File: config.mk
export PLATFORM = sky130hd
export DESIGN_NAME = dmem_access_ctrl_flat
export DESIGN_NICKNAME = d
export VERILOG_FILES = /design/src/rtl/dmem_access_ctrl_pkg.sv /design/src/rtl/dmem_access_ctrl_if.sv /design/src/rtl/dmem_lane_align.sv /design/src/rtl/dmem_access_ctrl.sv /design/src/flat_wrapper.sv
export SDC_FILE = /design/constraint.sdc
export NUM_CORES = 1
export LEC_CHECK = 0
export BUFFER_PORTS_ARGS = -buffer_cell sky130_fd_sc_hd__buf_4
export CORE_ASPECT_RATIO = 1.75
export CORE_MARGIN = 5
export CORE_UTILIZATION = 34
export DETAILED_ROUTE_END_ITERATION = 12
export GPL_ROUTABILITY_DRIVEN = 0
export PLACE_DENSITY_LB_ADDON = 0.1
export SETUP_SLACK_MARGIN = 0.4
export SLEW_MARGIN = 20
export SYNTH_ARGS = -nofsm -noshare
export SYNTH_HDL_FRONTEND = slang
export SYNTH_HIERARCHICAL = 1
export SYNTH_SLANG_ARGS = --single-unit
File: constraint.sdc
create_clock -name clk -period 1.85 [get_ports clk]
set_input_delay 0.185 -clock clk [delete_from_list [all_inputs] [get_ports clk]]
set_output_delay 0.185 -clock clk [all_outputs]
set_load 0.01 [all_outputs]
File: src/rtl/dmem_access_ctrl_pkg.sv
// Shared encodings for the MEM-stage data-memory access controller.
// Size codes match the ones consumed by mask_MemReadM.
package dmem_access_ctrl_pkg;

    localparam logic [1:0] SZ_WORD = 2'd0;
    localparam logic [1:0] SZ_HALF = 2'd1;
    localparam logic [1:0] SZ_BYTE = 2'd2;

    typedef enum logic [1:0] {
        IDLE = 2'd0,
        P_RD = 2'd1,
        D_RD = 2'd2
    } state_e;

    // Size code 3 is handled as a word access.
    function automatic logic is_misaligned(input logic [1:0] size, input logic [1:0] off);
        case (size)
            SZ_HALF: return off[0];
            SZ_BYTE: return 1'b0;
            default: return (off != 2'b00);
        endcase
    endfunction

endpackage

File: src/rtl/dmem_access_ctrl_if.sv
// Pipeline, debug and memory-side signals of the data-memory access controller.
interface dmem_access_ctrl_if #(
    parameter int unsigned ADDR_W = 10
);
    logic              p_req;
    logic              p_we;
    logic [31:0]       p_addr;
    logic [1:0]        p_size;
    logic [31:0]       p_wdata;
    logic [31:0]       p_rdata;
    logic              p_valid;
    logic              p_stall;
    logic              p_misalign;

    logic              d_req;
    logic [ADDR_W-1:0] d_addr;
    logic [31:0]       d_rdata;
    logic              d_ack;

    logic              mem_en;
    logic [3:0]        mem_we;
    logic [ADDR_W-1:0] mem_addr;
    logic [31:0]       mem_wdata;
    logic [31:0]       mem_rdata;

    modport slave (
        input  p_req, p_we, p_addr, p_size, p_wdata,
        output p_rdata, p_valid, p_stall, p_misalign,
        input  d_req, d_addr,
        output d_rdata, d_ack,
        output mem_en, mem_we, mem_addr, mem_wdata,
        input  mem_rdata
    );

    modport master (
        output p_req, p_we, p_addr, p_size, p_wdata,
        input  p_rdata, p_valid, p_stall, p_misalign,
        output d_req, d_addr,
        input  d_rdata, d_ack,
        input  mem_en, mem_we, mem_addr, mem_wdata,
        output mem_rdata
    );

endinterface

File: src/rtl/dmem_lane_align.sv
// Store byte-enable generation with lane replication, and load right-alignment.
module dmem_lane_align
    import dmem_access_ctrl_pkg::*;
(
    input  logic [1:0]  st_size_i,
    input  logic [1:0]  st_off_i,
    input  logic [31:0] st_data_i,
    output logic [3:0]  st_be_o,
    output logic [31:0] st_data_o,
    input  logic [1:0]  ld_off_i,
    input  logic [31:0] ld_raw_i,
    output logic [31:0] ld_data_o
);

    always_comb begin
        st_be_o   = 4'b1111;
        st_data_o = st_data_i;
        case (st_size_i)
            SZ_HALF: begin
                st_be_o   = st_off_i[1] ? 4'b1100 : 4'b0011;
                st_data_o = {2{st_data_i[15:0]}};
            end
            SZ_BYTE: begin
                st_be_o   = 4'b0001 << st_off_i;
                st_data_o = {4{st_data_i[7:0]}};
            end
            default: ;
        endcase
    end

    // Upper bits keep raw lane data; sign/zero extension happens downstream.
    assign ld_data_o = ld_raw_i >> {ld_off_i, 3'b000};

endmodule

File: src/rtl/dmem_access_ctrl.sv
// Single-port data-memory access controller: arbitrates pipeline vs. debug,
// sequences the 1-cycle synchronous read and stalls the MEM stage as needed.
module dmem_access_ctrl
    import dmem_access_ctrl_pkg::*;
#(
    parameter int unsigned ADDR_W   = 10,
    parameter int unsigned MAX_WAIT = 4
) (
    input  logic              clk,
    input  logic              rst_n,
    dmem_access_ctrl_if.slave bus
);

    localparam int unsigned CW = $clog2(MAX_WAIT + 1);

    state_e          state_q, state_d;
    logic [CW-1:0]   wcnt_q, wcnt_d;
    logic [1:0]      off_q, off_d;
    logic [3:0]      st_be;
    logic [31:0]     st_data;
    logic [31:0]     ld_data;
    logic            misaligned;
    logic            d_force;
    logic            d_grant;

    dmem_lane_align u_align (
        .st_size_i (bus.p_size),
        .st_off_i  (bus.p_addr[1:0]),
        .st_data_i (bus.p_wdata),
        .st_be_o   (st_be),
        .st_data_o (st_data),
        .ld_off_i  (off_q),
        .ld_raw_i  (bus.mem_rdata),
        .ld_data_o (ld_data)
    );

    assign misaligned = is_misaligned(bus.p_size, bus.p_addr[1:0]);
    assign d_force    = bus.d_req && (wcnt_q == CW'(MAX_WAIT));

    // Outputs are gated by rst_n so they drop to 0 as soon as reset asserts.
    always_comb begin
        state_d        = state_q;
        off_d          = off_q;
        d_grant        = 1'b0;
        bus.p_rdata    = '0;
        bus.p_valid    = 1'b0;
        bus.p_stall    = 1'b0;
        bus.p_misalign = 1'b0;
        bus.d_rdata    = '0;
        bus.d_ack      = 1'b0;
        bus.mem_en     = 1'b0;
        bus.mem_we     = '0;
        bus.mem_addr   = '0;
        bus.mem_wdata  = '0;
        if (rst_n) begin
            case (state_q)
                IDLE: begin
                    if (d_force || (!bus.p_req && bus.d_req)) begin
                        d_grant      = 1'b1;
                        bus.mem_en   = 1'b1;
                        bus.mem_addr = bus.d_addr;
                        bus.p_stall  = bus.p_req;
                        state_d      = D_RD;
                    end else if (bus.p_req) begin
                        if (misaligned) begin
                            bus.p_misalign = 1'b1;
                        end else if (bus.p_we) begin
                            bus.mem_en    = 1'b1;
                            bus.mem_we    = st_be;
                            bus.mem_wdata = st_data;
                            bus.mem_addr  = bus.p_addr[ADDR_W+1:2];
                        end else begin
                            bus.mem_en   = 1'b1;
                            bus.mem_addr = bus.p_addr[ADDR_W+1:2];
                            bus.p_stall  = 1'b1;
                            off_d        = bus.p_addr[1:0];
                            state_d      = P_RD;
                        end
                    end
                end
                P_RD: begin
                    bus.p_valid = 1'b1;
                    bus.p_rdata = ld_data;
                    state_d     = IDLE;
                end
                D_RD: begin
                    bus.d_ack   = 1'b1;
                    bus.d_rdata = bus.mem_rdata;
                    bus.p_stall = 1'b1;
                    state_d     = IDLE;
                end
                default: state_d = IDLE;
            endcase
        end

        wcnt_d = wcnt_q;
        if (d_grant) begin
            wcnt_d = '0;
        end else if (bus.d_req && (wcnt_q != CW'(MAX_WAIT))) begin
            wcnt_d = wcnt_q + CW'(1);
        end
    end

    always_ff @(posedge clk or negedge rst_n) begin
        if (!rst_n) begin
            state_q <= IDLE;
            wcnt_q  <= '0;
            off_q   <= '0;
        end else begin
            state_q <= state_d;
            wcnt_q  <= wcnt_d;
            off_q   <= off_d;
        end
    end

endmodule

File: src/flat_wrapper.sv
// flat-port wrapper written by rule: the top's interface ports become plain ports
module dmem_access_ctrl_flat import dmem_access_ctrl_pkg::*;
#(
    parameter int unsigned ADDR_W   = 10,
    parameter int unsigned MAX_WAIT = 4
)
  (clk, rst_n, bus_p_req, bus_p_we, bus_p_addr, bus_p_size, bus_p_wdata, bus_p_rdata, bus_p_valid, bus_p_stall, bus_p_misalign, bus_d_req, bus_d_addr, bus_d_rdata, bus_d_ack, bus_mem_en, bus_mem_we, bus_mem_addr, bus_mem_wdata, bus_mem_rdata);
  dmem_access_ctrl_if #(.ADDR_W(ADDR_W)) bus_i ();
  input  logic clk;
  input  logic rst_n;
  input wire logic [$bits(bus_i.p_req)-1:0] bus_p_req;
  input wire logic [$bits(bus_i.p_we)-1:0] bus_p_we;
  input wire logic [$bits(bus_i.p_addr)-1:0] bus_p_addr;
  input wire logic [$bits(bus_i.p_size)-1:0] bus_p_size;
  input wire logic [$bits(bus_i.p_wdata)-1:0] bus_p_wdata;
  output wire logic [$bits(bus_i.p_rdata)-1:0] bus_p_rdata;
  output wire logic [$bits(bus_i.p_valid)-1:0] bus_p_valid;
  output wire logic [$bits(bus_i.p_stall)-1:0] bus_p_stall;
  output wire logic [$bits(bus_i.p_misalign)-1:0] bus_p_misalign;
  input wire logic [$bits(bus_i.d_req)-1:0] bus_d_req;
  input wire logic [$bits(bus_i.d_addr)-1:0] bus_d_addr;
  output wire logic [$bits(bus_i.d_rdata)-1:0] bus_d_rdata;
  output wire logic [$bits(bus_i.d_ack)-1:0] bus_d_ack;
  output wire logic [$bits(bus_i.mem_en)-1:0] bus_mem_en;
  output wire logic [$bits(bus_i.mem_we)-1:0] bus_mem_we;
  output wire logic [$bits(bus_i.mem_addr)-1:0] bus_mem_addr;
  output wire logic [$bits(bus_i.mem_wdata)-1:0] bus_mem_wdata;
  input wire logic [$bits(bus_i.mem_rdata)-1:0] bus_mem_rdata;
  assign bus_i.p_req = bus_p_req;
  assign bus_i.p_we = bus_p_we;
  assign bus_i.p_addr = bus_p_addr;
  assign bus_i.p_size = bus_p_size;
  assign bus_i.p_wdata = bus_p_wdata;
  assign bus_p_rdata = bus_i.p_rdata;
  assign bus_p_valid = bus_i.p_valid;
  assign bus_p_stall = bus_i.p_stall;
  assign bus_p_misalign = bus_i.p_misalign;
  assign bus_i.d_req = bus_d_req;
  assign bus_i.d_addr = bus_d_addr;
  assign bus_d_rdata = bus_i.d_rdata;
  assign bus_d_ack = bus_i.d_ack;
  assign bus_mem_en = bus_i.mem_en;
  assign bus_mem_we = bus_i.mem_we;
  assign bus_mem_addr = bus_i.mem_addr;
  assign bus_mem_wdata = bus_i.mem_wdata;
  assign bus_i.mem_rdata = bus_mem_rdata;
  dmem_access_ctrl #(.ADDR_W(ADDR_W), .MAX_WAIT(MAX_WAIT)) u_core (.clk(clk), .rst_n(rst_n), .bus(bus_i));
endmodule
==> run metrics, run 1 <==
pre-CTS setup slack -240.9 ps; post-synthesis register bit count 7; RSZ-0062 raised after global routing true; EDFF count, synth 0; register area 176.4 sq um; final net count 715; first-pass GRT wire length ~16 mm; Syn Area/Cell 6.844 sq um; Num CTS Buffers 3; sequential area share after synthesis 7.376%; share of cells above drive strength 1 between 60% and 70%; Port Buffers slightly above 200; Worst R2R End u_core/off_q[1]; H-Tree Depth 1; # diodes 0; P&R area growth vs syn 128.6%; CP startpoint kind register; initial drt markers 166; Worst-path clk slew 40 ps; DRC Markers 0; Synth Flop Type dfrtp_1; Post-Syn Nets 466; ys async rst share 100.0%; Vias/cell 5.191; fmax between 400 and 500 MHz; die height 120.6 um; vias in the first global route 3341; CP max stage delay 370 ps; reg-to-reg startpoint u_core/wcnt_q[0]; fillers approximately 460; DR vias 3525; CTS tree done; Post-DRT Antenna Nets 0; failing checks setup timing; Final setup viols 48; Worst-Margin Slew 586.0 ps; Worst Hold Class input pin to register; Syn. warnings 6; r2r setup slk 10 ps; leakage 0.002734 uW; Worst Path Required 1660 ps; commonest non-fill, non-tap cells in the layout buf_4 (167), buf_6 (98), and2_4 (61); clk buf depth 2; Slew Limit Fails 0; Tot GR Track Use 23.24%; Tcrit/Tclk final 126.9%; core box area 0.006857 sq mm; chip width 73.18 um; critical hold path startpoint bus_d_req; hold path endpoint u_core/wcnt_q[2]; min cycle time layout approximately 2300 ps; reg2reg path depth 8; Die ar. a little under 0.009 sq mm; CTS root buf clkbuf_16; Synth cell types 41; total I/O pin count 228; crit path kind register to output port; # rows 40; CP Cell Sequence inv_2 -> ha_4 -> a21bo_4 -> a211o_4 -> nor4_4 -> buf_4 -> buf_12 -> buf_16 -> and2_4 -> buf_6; Mapped Cells 347; Max Cap Viol 0; outcome complete, but fails checks; post-DR wirelength/cell 18.35 um; Final Hold Vio Count 0; setup TNS -21750 ps; clk_skew 0.3979 ps; initial antenna violation count 0; crit end category output port; largest net degree at the start of global routing 37; worst rel slew slack 60.85%; DRT Pass-1 Iters 4; Max FO, Critical Path 5; starting density of the core 34.64%; Critical Path AT 2160 ps; commonest non-fill, non-tap cell in the layout buf_4; post-layout util between 70 and 80%; area of the multi-input gates roughly 0.0024 sq mm; Final HPWL DP ~7.8 mm; CP max stage cell dfrtp_1; clk_lat worst skew around 230 ps; mapped cell area 0.002375 sq mm; # clock sinks 7; maximum vdd drop 0.3679 mV; drt total wl 12.46 mm; P per Cell Area 750.1 mW/mm^2; GR Overflow Total 0; Min-Delay Path Depth 2; setup ws final -498.4 ps
-- power breakdown --
group	internal (uW)	switching, uW	total, uW
clock	287	80.8	367
combinational	1900	1520	3420
sequential	218	67.0	285
total	2400	1670	4070
-- critical path, delay by kind of cell (launching register included) --
kind | cells | cell delay [ps]
buf+inv | 5 | 570
simple gates | 2 | 290
flops | 1 | 370
fa+ha+maj | 1 | 160
compound gates | 2 | 540
-- routing by layer --
metal	track usage, %	up-vias	share of wire, %
met5	0	-	0
met3	4.825	41	8.1
li1	-	1662	-
met4	8.430	0	3.6
met1	21.72	1636	31
met2	46.52	186	57
-- cell type report --
| cell class | instances | share of cell area, % |
|---|---|---|
| flip-flops and latches | 7 | 3.250 |
| multi-input cells | 295 | 43.65 |
| inverters | 9 | 0.6223 |
| clock buffers | 4 | 1.452 |
| well taps | 84 | 1.936 |
| repair buffers | 280 | 49.09 |
-- cells in the mapped netlist (2+ instances only) --
master / number / area, sq um
a211oi_1: 9 / 67.56
a21o_1: 4 / 30.03
a21oi_1: 12 / 60.06
a22o_1: 18 / 157.7
a22oi_1: 8 / 60.06
and2_1: 84 / 525.5
and2_2: 24 / 180.2
and2b_1: 3 / 22.52
buf_2: 8 / 40.04
buf_4: 9 / 67.56
buf_6: 5 / 56.30
clkbuf_1: 9 / 33.78
clkbuf_2: 3 / 15.01
dfrtp_1: 7 / 175.2
ha_1: 6 / 75.07
inv_1: 9 / 33.78
mux2_2: 2 / 22.52
mux2i_1: 16 / 160.2
nand2_1: 40 / 150.1
nand2b_1: 2 / 12.51
nor2_1: 13 / 48.80
nor2b_1: 8 / 50.05
nor3b_1: 3 / 22.52
o21ai_0: 19 / 95.09
o21ai_1: 9 / 45.04
or2_1: 2 / 12.51
-- sequential cells by signal (all words and copies together), names as in the netlist --
signal and count:
u_core/state_q 2, u_core/wcnt_q 3, u_core/off_q 2
-- worst max path at each step --
stage                           startpoint           endpoint  slack, ps  depth (start not counted)
after floorplan           u_core/wcnt_q[1]  bus_mem_wdata[10]       -160                          7
after global placement    u_core/wcnt_q[0]    bus_mem_addr[5]       -190                          9
after detailed placement  u_core/wcnt_q[0]    bus_mem_addr[5]       -240                          8
after CTS                 u_core/wcnt_q[0]  bus_mem_wdata[29]       -460                         10
after global routing      u_core/wcnt_q[0]      bus_mem_we[0]       -570                         10
final                     u_core/wcnt_q[0]      bus_mem_we[0]       -500                         10
-- cells by family after synthesis --
| family | count (synthesis) | share of synthesized area [%] |
|---|---|---|
| adders and majority gates | 6 | 3.161 |
| and+or+nand+nor | 185 | 45.73 |
| muxes | 18 | 7.692 |
| buffers and inverters | 45 | 11.17 |
| AOI/OAI and AO/OA | 85 | 24.50 |
| DFF | 7 | 7.376 |
| xor gates and xnor gates | 1 | 0.3689 |
-- metrics by stage --
stage / power (uW) / cell area, sq um / instances / hold slack [ps]
after floorplan: 1534 / 2406 / 347 / -110.6
after global placement: 2158 / 4060 / 630 / 131.1
after detailed placement: 2196 / 4060 / 630 / 134.8
after CTS: 3319 / 4937 / 662 / 211.0
after global routing: 4286 / 5429 / 679 / 221.7
final: 4072 / 5429 / 679 / 220.5
-- timing repair --
action                     4_1_cts  5_1_grt
hold buffers                     1        0
setup buffers                   17       14
pin swaps                       31       48
cloned                          10        3
resized for setup              143      102
setup endpoints to repair      119      121
hold endpoints to repair         7        0
No activity file was read; power rests on OpenSTA's default activity.
==> run 2: changes to the inputs <==
--- a/config.mk
+++ b/config.mk
@@ -6,15 +6,13 @@
 export NUM_CORES = 1
 export LEC_CHECK = 0
 export BUFFER_PORTS_ARGS = -buffer_cell sky130_fd_sc_hd__buf_4
-export CORE_ASPECT_RATIO = 1.75
-export CORE_MARGIN = 5
-export CORE_UTILIZATION = 34
+export CORE_AREA = 5 5 86 88
 export DETAILED_ROUTE_END_ITERATION = 12
+export DIE_AREA = 0 0 91 93
 export GPL_ROUTABILITY_DRIVEN = 0
 export PLACE_DENSITY_LB_ADDON = 0.1
 export SETUP_SLACK_MARGIN = 0.4
 export SLEW_MARGIN = 20
 export SYNTH_ARGS = -nofsm -noshare
 export SYNTH_HDL_FRONTEND = slang
-export SYNTH_HIERARCHICAL = 1
 export SYNTH_SLANG_ARGS = --single-unit
==> constraint.sdc (replaced) <==
create_clock -name clk -period 2.24 [get_ports clk]
set_input_delay 0.224 -clock clk [delete_from_list [all_inputs] [get_ports clk]]
set_output_delay 0.224 -clock clk [all_outputs]
set_load 0.01 [all_outputs]
==> run 2 against run 1 <==
  * The run now ends clean
  * Synthesized area down 12%
  * Cell count down 10%
  * Sequential share of layout area up 1.1 points
  * Synthesized cell count down 7.5%
  * Via count down 11%
  * Core utilization down 16 points
  * Setup slack better by 750 ps
  * Sequential cell count unchanged
  * Critical endpoint unchanged
  * Register-to-register slack better by 500 ps
==> run metrics, run 2 <==
clk buf depth 2 (unchanged); Max Cap Viol 0 (unchanged); Port Buffers 207 (unchanged); CP max stage delay 360 ps (was 370 ps); chip width 91 um (was 73.18 um); share of cells above drive strength 1 54.53% (was 67.90%); largest net degree at the start of global routing 39 (was 37); RSZ-0062 raised after global routing true (unchanged); CTS tree done (unchanged); setup TNS 0 ps (was -21750 ps); Critical Path AT 1760 ps (was 2160 ps); Top reg by flops u_core.wcnt_q (was u_core/wcnt_q); CP max stage cell dfrtp_1 (unchanged); Final Hold Vio Count 0 (unchanged); fmax roughly 500 MHz; crit path kind register to output port (unchanged); # clock sinks 7 (unchanged); Worst Path Required 2020 ps (was 1660 ps); Mapped Cells 321 (was 347); Worst-Margin Slew 434.2 ps (was 586.0 ps); final net count 649 (was 715); DRT Pass-1 Iters 4 (unchanged); Buf/Inv on CP 3 (was 5); leakage 0.002077 uW (was 0.002734 uW); ys async rst share 100.0% (unchanged); sequential area share after synthesis 8.424% (was 7.376%); initial drt markers 186 (was 166); total I/O pin count 228 (unchanged); worst rel slew slack 70.99% (was 60.85%); CTS root buf clkbuf_8 (was clkbuf_16); first-pass GRT wire length 14.94 mm (was 16.46 mm); Synth Flop Type dfrtp_1 (unchanged); Final HPWL DP 7.393 mm (was 7.754 mm); GR Overflow Total 0 (unchanged); Largest register FFs 3 (unchanged); drt total wl 10.15 mm (was 12.46 mm); mapped cell area 0.002079 sq mm (was 0.002375 sq mm); Top Registers u_core.wcnt_q (3), u_core.off_q (2), u_core.state_q (2) (was u_core/wcnt_q (3), u_core/off_q (2), u_core/state_q (2)); DR vias 3136 (was 3525); final hold slack 239.3 ps (was 220.5 ps); core box area 0.006569 sq mm (was 0.006857 sq mm); Post-Syn Nets 439 (was 466); outcome finished, final reports clean (was complete, but fails checks); EDFF count, synth 0 (unchanged); commonest non-fill, non-tap cell in the layout buf_4 (unchanged); # rows 30 (was 40); Tcrit/Tclk final between 80% and 90%; Vias/cell 5.141 (was 5.191); synth cell count leaders nor2_1 (73), and2_1 (41), a21oi_1 (32) (was and2_1 (84), nand2_1 (40), and2_2 (24)); maximum vdd drop 0.5286 mV (was 0.3679 mV); crit-path leading delay family simple AND/OR/NAND/NOR gates (was buffers and inverters); # diodes 0 (unchanged); vias in the first global route 2877 (was 3341); Num CTS Buffers 3 (unchanged); initial antenna violation count 0 (unchanged); Syn. warnings 0 (was 6); commonest non-fill, non-tap cells in the layout buf_4 (204), nor2_1 (63), and2_1 (34) (was buf_4 (167), buf_6 (98), and2_4 (61)); synth top area cells nor2_1 (13%), and2_1 (12%), a22oi_1 (9.4%), dfrtp_1 (8.4%), a21oi_1 (7.7%) (was and2_1 (22%), and2_2 (7.6%), dfrtp_1 (7.4%), mux2i_1 (6.7%), a22o_1 (6.6%)); post-synthesis register bit count 7 (unchanged); H-Tree Depth 1 (unchanged); CP startpoint kind register (unchanged); clk_lat worst skew 230 ps (about the same); post-DR wirelength/cell 16.64 um (was 18.35 um); Synth area leader nor2_1 (was and2_1); clk_skew 0.6714 ps (was 0.3979 ps); Max FO, Critical Path 7 (was 5); CP Cell Sequence inv_2 -> ha_4 -> and2_4 -> o21ai_4 -> buf_12 -> and4_4 -> o21a_1 -> buf_4 (was inv_2 -> ha_4 -> a21bo_4 -> a211o_4 -> nor4_4 -> buf_4 -> buf_12 -> buf_16 -> and2_4 -> buf_6); Post-DRT Antenna Nets 0 (unchanged); min cycle time layout 1987 ps; Yosys top cell area share 13.18% (was 22.13%); count leader, synth nor2_1 (was and2_1); Worst-path clk slew 40 ps (about the same); starting density of the core 31.66% (was 34.64%); die height 93 um (was 120.6 um); crit end category output port (unchanged); Tot GR Track Use 20.89% (was 23.24%); P&R area growth vs syn 98.62% (was 128.6%); Die ar. 0.008463 sq mm (was 0.008822 sq mm); P per Cell Area 460.3 mW/mm^2 (was 750.1 mW/mm^2); Worst Hold Class input pin to register (unchanged); DRC Markers 0 (unchanged); Syn Area/Cell 6.478 sq um (was 6.844 sq um); Final setup viols 0 (was 48); Synth cell types 39 (was 41); Slew Limit Fails 0 (unchanged)
[run 2: what timing repair did]
item                                   in CTS  in global routing
pin swaps                                  19                 28
endpoints found under the hold margin       7                  0
buffers inserted                            5                  7
hold buffers                                1                  0
setup endpoints to repair                  72                 82
resized for setup                          26                 49
gates cloned                                4                  3
[run 2: cell type report]
class / count / area, sq um
repair buffers: 229 / 1821
inverters: 12 / 45.04
multi-input cells: 278 / 1942
clock buffers: 4 / 45.04
fillers: 619 / 2439
well taps: 80 / 100.1
flip-flops and latches: 7 / 177.7
[run 2: path summary, 6_finish.rpt]
kind,from,end,slack (ps),depth (start not counted)
worst max-delay path,u_core.wcnt_q[1],bus_mem_we[0],250,8
worst min-delay path,bus_d_req,u_core.wcnt_q[2],240,2
min in group asynchronous,rst_n,u_core.wcnt_q[1],520,2
worst min register to register,u_core.off_q[1],u_core.off_q[1],540,1
worst max register to register,u_core.wcnt_q[1],u_core.off_q[0],510,7
max in group asynchronous,rst_n,u_core.off_q[0],1450,2
[run 2: kinds of logic after synthesis]
family | count (synthesis) | synth area share [%]
and+or+nand+nor | 162 | 42.90
muxes | 18 | 8.784
AOI/OAI and AO/OA | 87 | 27.50
buffers and inverters | 42 | 9.385
adders and majority gates | 5 | 3.008
DFF | 7 | 8.424
[run 2: routing by layer]
metal / vias up / track usage, % / part of all wire [%]
li1: 1540 / - / -
met1: 1430 / 26.26 / 40
met2: 152 / 37.20 / 51
met3: 14 / 4.505 / 8.1
met4: 0 / 3.178 / 1.3
met5: - / 0 / 0
[run 2: per-stage QoR]
stage / power (uW) / instances / utilization, % / worst slack (ps) / area (sq um)
6_report: 1901 / 610 / 62.88 / 253.3 / 4130
3_3_place_gp: 1407 / 586 / 55.47 / 98.09 / 3643
5_1_grt: 2083 / 610 / 62.88 / 175.6 / 4130
2_1_floorplan: 1020 / 321 / - / 556.9 / 2079
4_1_cts: 1723 / 600 / 58.93 / 247.4 / 3871
3_5_place_dp: 1433 / 586 / 55.47 / 82.69 / 3643
[run 2: power by group]
group	switching, uW	leakage, uW	total (uW)	internal, uW
sequential	53.4	0.0000858	231	177
clock	61.3	0.0000228	185	124
combinational	756	0.00197	1490	730
